$ cat src/rtl/spi_rx_frame_decoder_if.sv
// Frame-decoder bus: raw SPI chip select and receive buffer in, decoded commands out.
// The master modport is the SPI receiver side; the slave modport is the decoder.
interface spi_rx_frame_decoder_if;
  logic               SPI_SSEL;
  logic [95:0]        rx_data;
  logic               frame_valid;
  logic signed [31:0] jointFreqCmd0;
  logic [15:0]        setPoint0;
  logic               jointEnable0;
  logic               DOUT0;
  logic               watchdog_timeout;
  logic [7:0]         error_count;

  modport master (
    output SPI_SSEL, rx_data,
    input  frame_valid, jointFreqCmd0, setPoint0, jointEnable0, DOUT0,
           watchdog_timeout, error_count
  );

  modport slave (
    input  SPI_SSEL, rx_data,
    output frame_valid, jointFreqCmd0, setPoint0, jointEnable0, DOUT0,
           watchdog_timeout, error_count
  );
endinterface

$ cat src/rtl/spi_rx_frame_decoder.sv
// Decodes 96-bit SPI frames after chip-select release into joint/vout/dout commands,
// with a no-frame watchdog. Define SPI_RX_ERRCNT_EN to build the rejected-frame counter.
module spi_rx_frame_decoder #(
  parameter logic [31:0] RX_HEADER       = 32'h74697277,
  parameter logic [31:0] WATCHDOG_CYCLES = 32'd5000000
) (
  input  logic                 clk,
  input  logic                 reset,
  spi_rx_frame_decoder_if.slave bus,
  output logic [1:0]           o_dbg_state
);

  typedef enum logic [1:0] {
    ST_IDLE   = 2'd0,
    ST_XFER   = 2'd1,
    ST_SETTLE = 2'd2,
    ST_CHECK  = 2'd3
  } state_t;

  state_t r_state;

  logic       r_ssel_m;
  logic       r_ssel_s;
  logic       r_ssel_d;
  logic [2:0] r_sync_vld;
  logic       r_fall;
  logic       r_rise;

  // Edges are qualified until the pipeline holds only real pin samples, so the
  // reset value of 1 never fakes a fall on a transfer already in progress.
  always_ff @(posedge clk) begin
    if (reset) begin
      r_ssel_m   <= 1'b1;
      r_ssel_s   <= 1'b1;
      r_ssel_d   <= 1'b1;
      r_sync_vld <= 3'b000;
      r_fall     <= 1'b0;
      r_rise     <= 1'b0;
    end else begin
      r_ssel_m   <= bus.SPI_SSEL;
      r_ssel_s   <= r_ssel_m;
      r_ssel_d   <= r_ssel_s;
      r_sync_vld <= {r_sync_vld[1:0], 1'b1};
      r_fall     <= r_sync_vld[2] & r_ssel_d & ~r_ssel_s;
      r_rise     <= r_sync_vld[2] & ~r_ssel_d & r_ssel_s;
    end
  end

  always_ff @(posedge clk) begin
    if (reset) begin
      r_state <= ST_IDLE;
    end else begin
      case (r_state)
        ST_IDLE:   if (r_fall) r_state <= ST_XFER;
        ST_XFER:   if (r_rise) r_state <= ST_SETTLE;
        ST_SETTLE: r_state <= ST_CHECK;
        ST_CHECK:  r_state <= ST_IDLE;
        default:   r_state <= ST_IDLE;
      endcase
    end
  end

  assign o_dbg_state = r_state;

  // Fields arrive on the wire least-significant byte first.
  logic [31:0] w_header;
  logic [31:0] w_freq;
  logic [15:0] w_setpoint;
  logic        w_commit;
  logic        w_unused;

  assign w_header   = {bus.rx_data[71:64], bus.rx_data[79:72],
                       bus.rx_data[87:80], bus.rx_data[95:88]};
  assign w_freq     = {bus.rx_data[39:32], bus.rx_data[47:40],
                       bus.rx_data[55:48], bus.rx_data[63:56]};
  assign w_setpoint = {bus.rx_data[23:16], bus.rx_data[31:24]};
  assign w_commit   = (r_state == ST_CHECK) && (w_header == RX_HEADER);
  assign w_unused   = &{1'b0, bus.rx_data[14:1]};

  logic [31:0] r_wd_cnt;
  logic        r_timeout;
  logic        r_frame_valid;
  logic [31:0] r_freq;
  logic [15:0] r_setpoint;
  logic        r_enable;
  logic        r_dout;

  // A commit takes priority over a watchdog expiry landing on the same edge.
  always_ff @(posedge clk) begin
    if (reset) begin
      r_wd_cnt      <= 32'd0;
      r_timeout     <= 1'b1;
      r_frame_valid <= 1'b0;
      r_freq        <= 32'd0;
      r_setpoint    <= 16'd0;
      r_enable      <= 1'b0;
      r_dout        <= 1'b0;
    end else begin
      r_frame_valid <= w_commit;
      if (w_commit) begin
        r_wd_cnt   <= 32'd0;
        r_timeout  <= 1'b0;
        r_freq     <= w_freq;
        r_setpoint <= w_setpoint;
        r_enable   <= bus.rx_data[15];
        r_dout     <= bus.rx_data[0];
      end else begin
        if (r_wd_cnt < WATCHDOG_CYCLES) r_wd_cnt <= r_wd_cnt + 32'd1;
        if (r_wd_cnt == WATCHDOG_CYCLES - 32'd1) begin
          r_timeout  <= 1'b1;
          r_freq     <= 32'd0;
          r_setpoint <= 16'd0;
          r_enable   <= 1'b0;
          r_dout     <= 1'b0;
        end
      end
    end
  end

  assign bus.frame_valid      = r_frame_valid;
  assign bus.jointFreqCmd0    = $signed(r_freq);
  assign bus.setPoint0        = r_setpoint;
  assign bus.jointEnable0     = r_enable;
  assign bus.DOUT0            = r_dout;
  assign bus.watchdog_timeout = r_timeout;

`ifdef SPI_RX_ERRCNT_EN
  logic       w_reject;
  logic [7:0] r_err_cnt;

  assign w_reject = (r_state == ST_CHECK) && (w_header != RX_HEADER);

  always_ff @(posedge clk) begin
    if (reset) begin
      r_err_cnt <= 8'd0;
    end else if (w_reject && (r_err_cnt != 8'hFF)) begin
      r_err_cnt <= r_err_cnt + 8'd1;
    end
  end

  assign bus.error_count = r_err_cnt;
`else
  assign bus.error_count = 8'd0;
`endif

endmodule

$ cat src/flat_wrapper.sv
// flat-port wrapper written by rule: the top's interface ports become plain ports
module spi_rx_frame_decoder_flat 
#(
  parameter logic [31:0] RX_HEADER       = 32'h74697277,
  parameter logic [31:0] WATCHDOG_CYCLES = 32'd5000000
)
  (clk, reset, o_dbg_state, bus_SPI_SSEL, bus_rx_data, bus_frame_valid, bus_jointFreqCmd0, bus_setPoint0, bus_jointEnable0, bus_DOUT0, bus_watchdog_timeout, bus_error_count);
  spi_rx_frame_decoder_if bus_i ();
  input  logic clk;
  input  logic reset;
  output logic [1:0] o_dbg_state;
  input wire logic [$bits(bus_i.SPI_SSEL)-1:0] bus_SPI_SSEL;
  input wire logic [$bits(bus_i.rx_data)-1:0] bus_rx_data;
  output wire logic [$bits(bus_i.frame_valid)-1:0] bus_frame_valid;
  output wire logic [$bits(bus_i.jointFreqCmd0)-1:0] bus_jointFreqCmd0;
  output wire logic [$bits(bus_i.setPoint0)-1:0] bus_setPoint0;
  output wire logic [$bits(bus_i.jointEnable0)-1:0] bus_jointEnable0;
  output wire logic [$bits(bus_i.DOUT0)-1:0] bus_DOUT0;
  output wire logic [$bits(bus_i.watchdog_timeout)-1:0] bus_watchdog_timeout;
  output wire logic [$bits(bus_i.error_count)-1:0] bus_error_count;
  assign bus_i.SPI_SSEL = bus_SPI_SSEL;
  assign bus_i.rx_data = bus_rx_data;
  assign bus_frame_valid = bus_i.frame_valid;
  assign bus_jointFreqCmd0 = bus_i.jointFreqCmd0;
  assign bus_setPoint0 = bus_i.setPoint0;
  assign bus_jointEnable0 = bus_i.jointEnable0;
  assign bus_DOUT0 = bus_i.DOUT0;
  assign bus_watchdog_timeout = bus_i.watchdog_timeout;
  assign bus_error_count = bus_i.error_count;
  spi_rx_frame_decoder #(.RX_HEADER(RX_HEADER), .WATCHDOG_CYCLES(WATCHDOG_CYCLES)) u_core (.clk(clk), .reset(reset), .bus(bus_i), .o_dbg_state(o_dbg_state));
endmodule
$ cat config.mk
export PLATFORM = sky130hd
export DESIGN_NAME = spi_rx_frame_decoder_flat
export DESIGN_NICKNAME = d
export VERILOG_FILES = /design/src/rtl/spi_rx_frame_decoder_if.sv /design/src/rtl/spi_rx_frame_decoder.sv /design/src/flat_wrapper.sv
export SDC_FILE = /design/constraint.sdc
export NUM_CORES = 1
export LEC_CHECK = 0
export BUFFER_PORTS_ARGS = -buffer_cell sky130_fd_sc_hd__clkbuf_2
export CAP_MARGIN = 15
export CORE_MARGIN = 5
export CORE_UTILIZATION = 51
export CTS_CLUSTER_SIZE = 8
export DETAILED_ROUTE_END_ITERATION = 16
export PLACE_DENSITY = 0.85
export SKIP_CTS_REPAIR_TIMING = 1
export SYNTH_ARGS = -nofsm -noshare
export SYNTH_HDL_FRONTEND = slang
export SYNTH_SLANG_ARGS = --single-unit
$ cat constraint.sdc
create_clock -name clk -period 4.7 [get_ports clk]
set_input_delay 0.705 -clock clk [delete_from_list [all_inputs] [get_ports clk]]
set_output_delay 0.705 -clock clk [all_outputs]
set_load 0.02 [all_outputs]
# Yosys cells after proc, flatten, opt, wreduce, memory -nomap -nowiden
# Index checks and enable logic that the tools add are counted.
dict set report classes {
  add_sub_neg 1
  order_cmp 1
  n_eq_ne 7
  mux 13
  bitwise 6
  n_reduce_logical 5
}
# op n
set op_table {}
lappend op_table {{$mux 32} 2}
lappend op_table {{$add 32x1->32 const B} 1}
lappend op_table {{$eq 32x23->1 const B} 1}
lappend op_table {{$eq 32x31->1 const B} 1}
lappend op_table {{$lt 32x23->1 const B} 1}
lappend op_table {{$mux 16} 2}
lappend op_table {{$pmux 2 s4} 1}
lappend op_table {{$mux 1} 6}
lappend op_table {{$and 1x1->1} 4}
lappend op_table {{$eq 2x2->1 const B} 2}
lappend op_table {{$mux 2} 2}
lappend op_table {{$ne 2x1->1 const B} 2}
lappend op_table {{$eq 2x1->1 const B} 1}
lappend op_table {{$logic_not 2->1} 1}
lappend op_table {{$not 1->1} 2}
lappend op_table {{$reduce_and 2->1} 1}
lappend op_table {{$reduce_bool 2->1} 1}
lappend op_table {{$reduce_or 2->1} 1}
lappend op_table {{$logic_and 1x1->1} 1}
dict set report totals {
  ff_bits 94
}

# Longest topological paths before layout
dict set report logic_depth {
  word_depth 3
  ltp_mapped 7
}

# Worst setup path after synthesis
# Ideal clock, no wire load.
dict set report synth_timing {
  kind {input to register}
  start {input port bus_rx_data[87]}
  end {register u_core.r_dout (netlist: u_core.bus.DOUT0)}
  setup_time_ns 0.059
  arrival_time_ns 2.408
  t_required_ns 4.641
  slack_ns 2.233
  stages 6
  n_path_buf 1
  path_cell_list {nand4b_1 -> or4_4 -> or4_4 -> nor2_8 -> buf_8 -> a22o_1}
}
dict set report synth_via {
  elab_chain_len 3
  word_cells_on_any_way 4
  cone_classes {eq/ne (1); mux (1); reduce/logical (2)}
}
# item line
set synth_rtl {}
lappend synth_rtl {{start: declaration} flat_wrapper.sv:13} ;# input wire logic [$bits(bus_i.rx_data)-1:0] bus_rx_data;
lappend synth_rtl {{$eq 32x31->1 *} spi_rx_frame_decoder.sv:77} ;# assign w_commit = (r_state == ST_CHECK) && (w_header == RX_HEADER);
lappend synth_rtl {{$logic_and 1x1->1 *} spi_rx_frame_decoder.sv:77}
lappend synth_rtl {{$mux 1 / $reduce_bool 2->1 (equally long branches)} -}
lappend synth_rtl {{end signal: assignment} spi_rx_frame_decoder.sv:106} ;# r_dout <= bus.rx_data[0];
lappend synth_rtl {{end: declaration} spi_rx_frame_decoder.sv:86} ;# logic r_dout;
# Mark *: on every way between the ends. The rest lies on a longest branch, timed or not.
# A chain may end at the register's enable or synchronous reset.

# Worst setup path in the final report
dict set report layout_timing {
  start {register u_core.r_state[1] (netlist: u_core.o_dbg_state[1])}
  end {register u_core.r_freq[2] (netlist: u_core.bus.jointFreqCmd0[2])}
}
dict set report layout_via {
  elab_chain_len 3
  word_cells_on_any_way 4
  cone_classes {eq/ne (1); mux (1); reduce/logical (2)}
}
# item line
set layout_rtl {}
lappend layout_rtl {{start: declaration} spi_rx_frame_decoder.sv:20} ;# state_t r_state;
lappend layout_rtl {{start signal: assignment} spi_rx_frame_decoder.sv:51} ;# r_state <= ST_IDLE;
lappend layout_rtl {{start signal: assignment} spi_rx_frame_decoder.sv:54} ;# ST_IDLE: if (r_fall) r_state <= ST_XFER;
lappend layout_rtl {{start signal: assignment} spi_rx_frame_decoder.sv:55} ;# ST_XFER: if (r_rise) r_state <= ST_SETTLE;
lappend layout_rtl {{$eq 2x2->1 *} spi_rx_frame_decoder.sv:77}
lappend layout_rtl {{$logic_and 1x1->1 *} spi_rx_frame_decoder.sv:77}
lappend layout_rtl {{$mux 32 / $reduce_bool 2->1 (equally long branches)} -}
lappend layout_rtl {{end signal: assignment} spi_rx_frame_decoder.sv:103} ;# r_freq <= w_freq;
lappend layout_rtl {{end: declaration} spi_rx_frame_decoder.sv:83} ;# logic [31:0] r_freq;
# Marks and branches as above.

==> flow_metrics.env <==
export IMPL_via_per_inst=5.54
export IMPL_fin_hold_ws_ps=420
export IMPL_io_pins=161
export IMPL_rsz0062_at_grt="no"
export IMPL_gp_congestion=0.811
export IMPL_min_period_over_period_pct=57.1
export IMPL_hold_violations=0
export IMPL_crit_start="u_core.o_dbg_state[1]"
export IMPL_grt_pass1_wl_mm=13.6
export IMPL_crit_family="simple AND/OR/NAND/NOR gates"
export IMPL_p_sw_mw=0.378
export IMPL_hold_class="reg -> reg"
export IMPL_tns_ps=0
export IMPL_r2r_start="u_core.o_dbg_state[1]"
export IMPL_fin_nets=584
export IMPL_clkTransAtPathRegs_ps=100
export IMPL_grt_pass1_vias=3001
export IMPL_p_seq_share_pct=56.6
export IMPL_worst_pin_slew_ps=1140
export IMPL_drtAntennaViolNets=0
export IMPL_slew_headroom_pct=24.2
export IMPL_core_area_um2=7140
export IMPL_wl_per_cell_um=15.3
export IMPL_swShare_pct=26.2
export IMPL_root_buffer="clkbuf_8"
export IMPL_crit_buf_inv=0
export IMPL_dr_total_vias=3232
export IMPL_fmax_mhz=373
export IMPL_drt_pass1_iter_count=4
export IMPL_routed_wirelength_mm=8.93
export IMPL_ys_types=48
export IMPL_cp_cell_sequence="ha_1, nand4bb_1, or4_4, or4_4, nor2_8, a22o_1"
export IMPL_p_per_area_nw_per_um2=316
export IMPL_leakage_nw=1.98
export IMPL_syn_inst=350
export IMPL_cp_arrival_ps=2990
export IMPL_grt_start_max_net_pins=53
export IMPL_slew_viol_final=0
export IMPL_finalCriticalPeriod_ps=2680
export IMPL_antenna_found_initial=0
export IMPL_initial_core_util_pct=51.8
export IMPL_cp_max_fo=52
export IMPL_postLayoutCoreUtil_pct=63.8
export IMPL_outcome="completed"
export IMPL_cts_buffer_depth=2
export IMPL_drive_above_1_share_pct=34.3
export IMPL_start_kind="flop"
export IMPL_die_h_um=95.1
export IMPL_final_cell_mix="clkbuf_2, dfxtp_1, a22o_1"
export IMPL_path_class="reg -> reg"
export IMPL_portBuffers=138
export IMPL_cts_buffers=9
export IMPL_yosysSeqAreaShare_pct=50.9
export IMPL_drcViolationCount=0
export IMPL_tritoncts="yes"
export IMPL_setup_viol=0
export IMPL_dp_cells=567
export IMPL_ys_ff_latch=94
export IMPL_final_common_cell="clkbuf_2"
export IMPL_crit_path_max_incr_delay_ps=630
export IMPL_cp_end_kind="flop"
export IMPL_skew_ps=9.70
export IMPL_hp_start="u_core.r_ssel_m"
export IMPL_die_w_um=95.1
export IMPL_syn_avg_cell_area_um2=10.6
export IMPL_grt_total_usage_pct=18.8
export IMPL_fin_cells=583
export IMPL_share_comb_of_total_power_pct=7.5
export IMPL_die_area_um2=9040
export IMPL_n_antenna_cell=0
export IMPL_clock_latency_ps=360
export IMPL_irDropWorstVdd_v=0.000217
export IMPL_cp_slowest_cell="or4_4"
export IMPL_worstPathRequired_ps=5010
export IMPL_htreeDepth=3
export IMPL_yosysWarningCount=0
export IMPL_p_int_mw=1.06
export IMPL_synth_area_um2=3690
export IMPL_syn_to_final_growth_pct=23.2
export IMPL_drv_cap=0
export IMPL_clock_sinks=94
export IMPL_gr_total_overflow=0
export IMPL_hpwl_mm=6.49
export IMPL_clockPowerShare_pct=35.9
export IMPL_drt_iter0_markers=175
export IMPL_row_count=31
export IMPL_cpMostUsedCell="or4_4"
-- cells in the mapped netlist (all sizes together) --
library cell | n | share of area (%)
o21ai | 5 | 0.68
and3 | 10 | 1.7
o22ai | 1 | 0.17
dfxtp | 94 | 51
o211ai | 1 | 0.20
nor4 | 1 | 0.17
conb | 1 | 0.10
ha | 6 | 2.0
nor4b | 2 | 0.47
and2 | 1 | 0.17
a41oi | 2 | 0.47
nand2 | 9 | 0.91
nor2 | 15 | 2.0
nand4b | 3 | 0.71
inv | 7 | 0.71
or2 | 6 | 1.0
nor4bb | 1 | 0.27
or4b | 1 | 0.27
a21boi | 1 | 0.20
clkbuf | 9 | 0.91
nand3 | 10 | 1.4
a211o | 1 | 0.24
and4 | 1 | 0.24
a22o | 50 | 12
buf | 21 | 5.1
a21oi | 22 | 3.0
o41ai | 2 | 0.98
nor3 | 6 | 0.81
o31ai | 15 | 3.0
or3 | 8 | 1.4
or4 | 18 | 3.9
o2111ai | 1 | 0.24
xnor2 | 1 | 0.24
nand4bb | 2 | 0.61
mux2i | 1 | 0.27
a211oi | 2 | 0.54
nor2b | 3 | 0.51
nand4 | 10 | 1.7
-- sequential cells by signal, indices dropped and copies added, names as in the netlist, 2 cells and up --
| register | count |
|---|---|
| u_core.bus.setPoint0 | 16 |
| u_core.r_wd_cnt | 32 |
| u_core.o_dbg_state | 2 |
| u_core.bus.jointFreqCmd0 | 32 |
| u_core.r_sync_vld | 3 |
-- worst paths after layout --
kind / endpoint / slack (ps) / cells past startpoint
hold reg to reg: u_core.r_ssel_s / 420 / 1
setup / recovery: u_core.bus.jointFreqCmd0[2] / 2020 / 6
setup reg to reg: u_core.bus.jointFreqCmd0[2] / 2020 / 6
hold / removal: u_core.r_ssel_s / 420 / 1
-- cells by family after synthesis --
family,share of synthesized area [%]
AO/OA/AOI/OAI,21.6
XOR/XNOR,0.237
adder cells (fa/ha/maj),2.03
buffers and inverters,6.71
flip-flops,50.9
multiplexers,0.271
other,0.102
AND/OR/NAND/NOR,18.1
-- per-stage QoR --
step	worst slack [ps]	total power [mW]	instance area, um^2
finish	2020	1.44	4550
CTS	2020	1.45	4550
global placement	1750	0.936	4350
floorplan	2230	0.895	3720
global route	1870	1.50	4550
detailed placement	1690	0.941	4350
-- final cells by class --
cell class,count,area (um^2)
Fill cell,595,2580
Timing Repair Buffer,141,713
Sequential cell,94,1880
Clock inverter,7,73.8
Tap cell,99,124
Multi-Input combinational cell,226,1610
Clock buffer,9,124
Inverter,7,26.3
-- worst reg2reg max path: cells and delay by family, from the launching register on --
kind,cells,cell delay [ps]
DFF,1,430
adders and majority gates,1,190
and+or+nand+nor,4,1740
AOI/OAI and AO/OA,1,270
-- per-layer routing --
layer	part of all wire (%)	track usage (%)	wire [um]
met2	52	32.6	4620
met4	1.9	7.45	167
met5	0	0	0
met3	6.3	5.60	558
met1	40	21.6	3580
-- power by group through the flow --
| stage | Sequential (mW) | Clock (mW) | Combinational [mW] |
|---|---|---|---|
| detailed placement | 0.833 | 0 | 0.108 |
| global placement | 0.833 | 0 | 0.103 |
| finish | 0.815 | 0.517 | 0.108 |
| floorplan | 0.837 | 0 | 0.0577 |
| CTS | 0.815 | 0.528 | 0.109 |
| global route | 0.816 | 0.562 | 0.123 |
(Power assumes the default switching activity.)
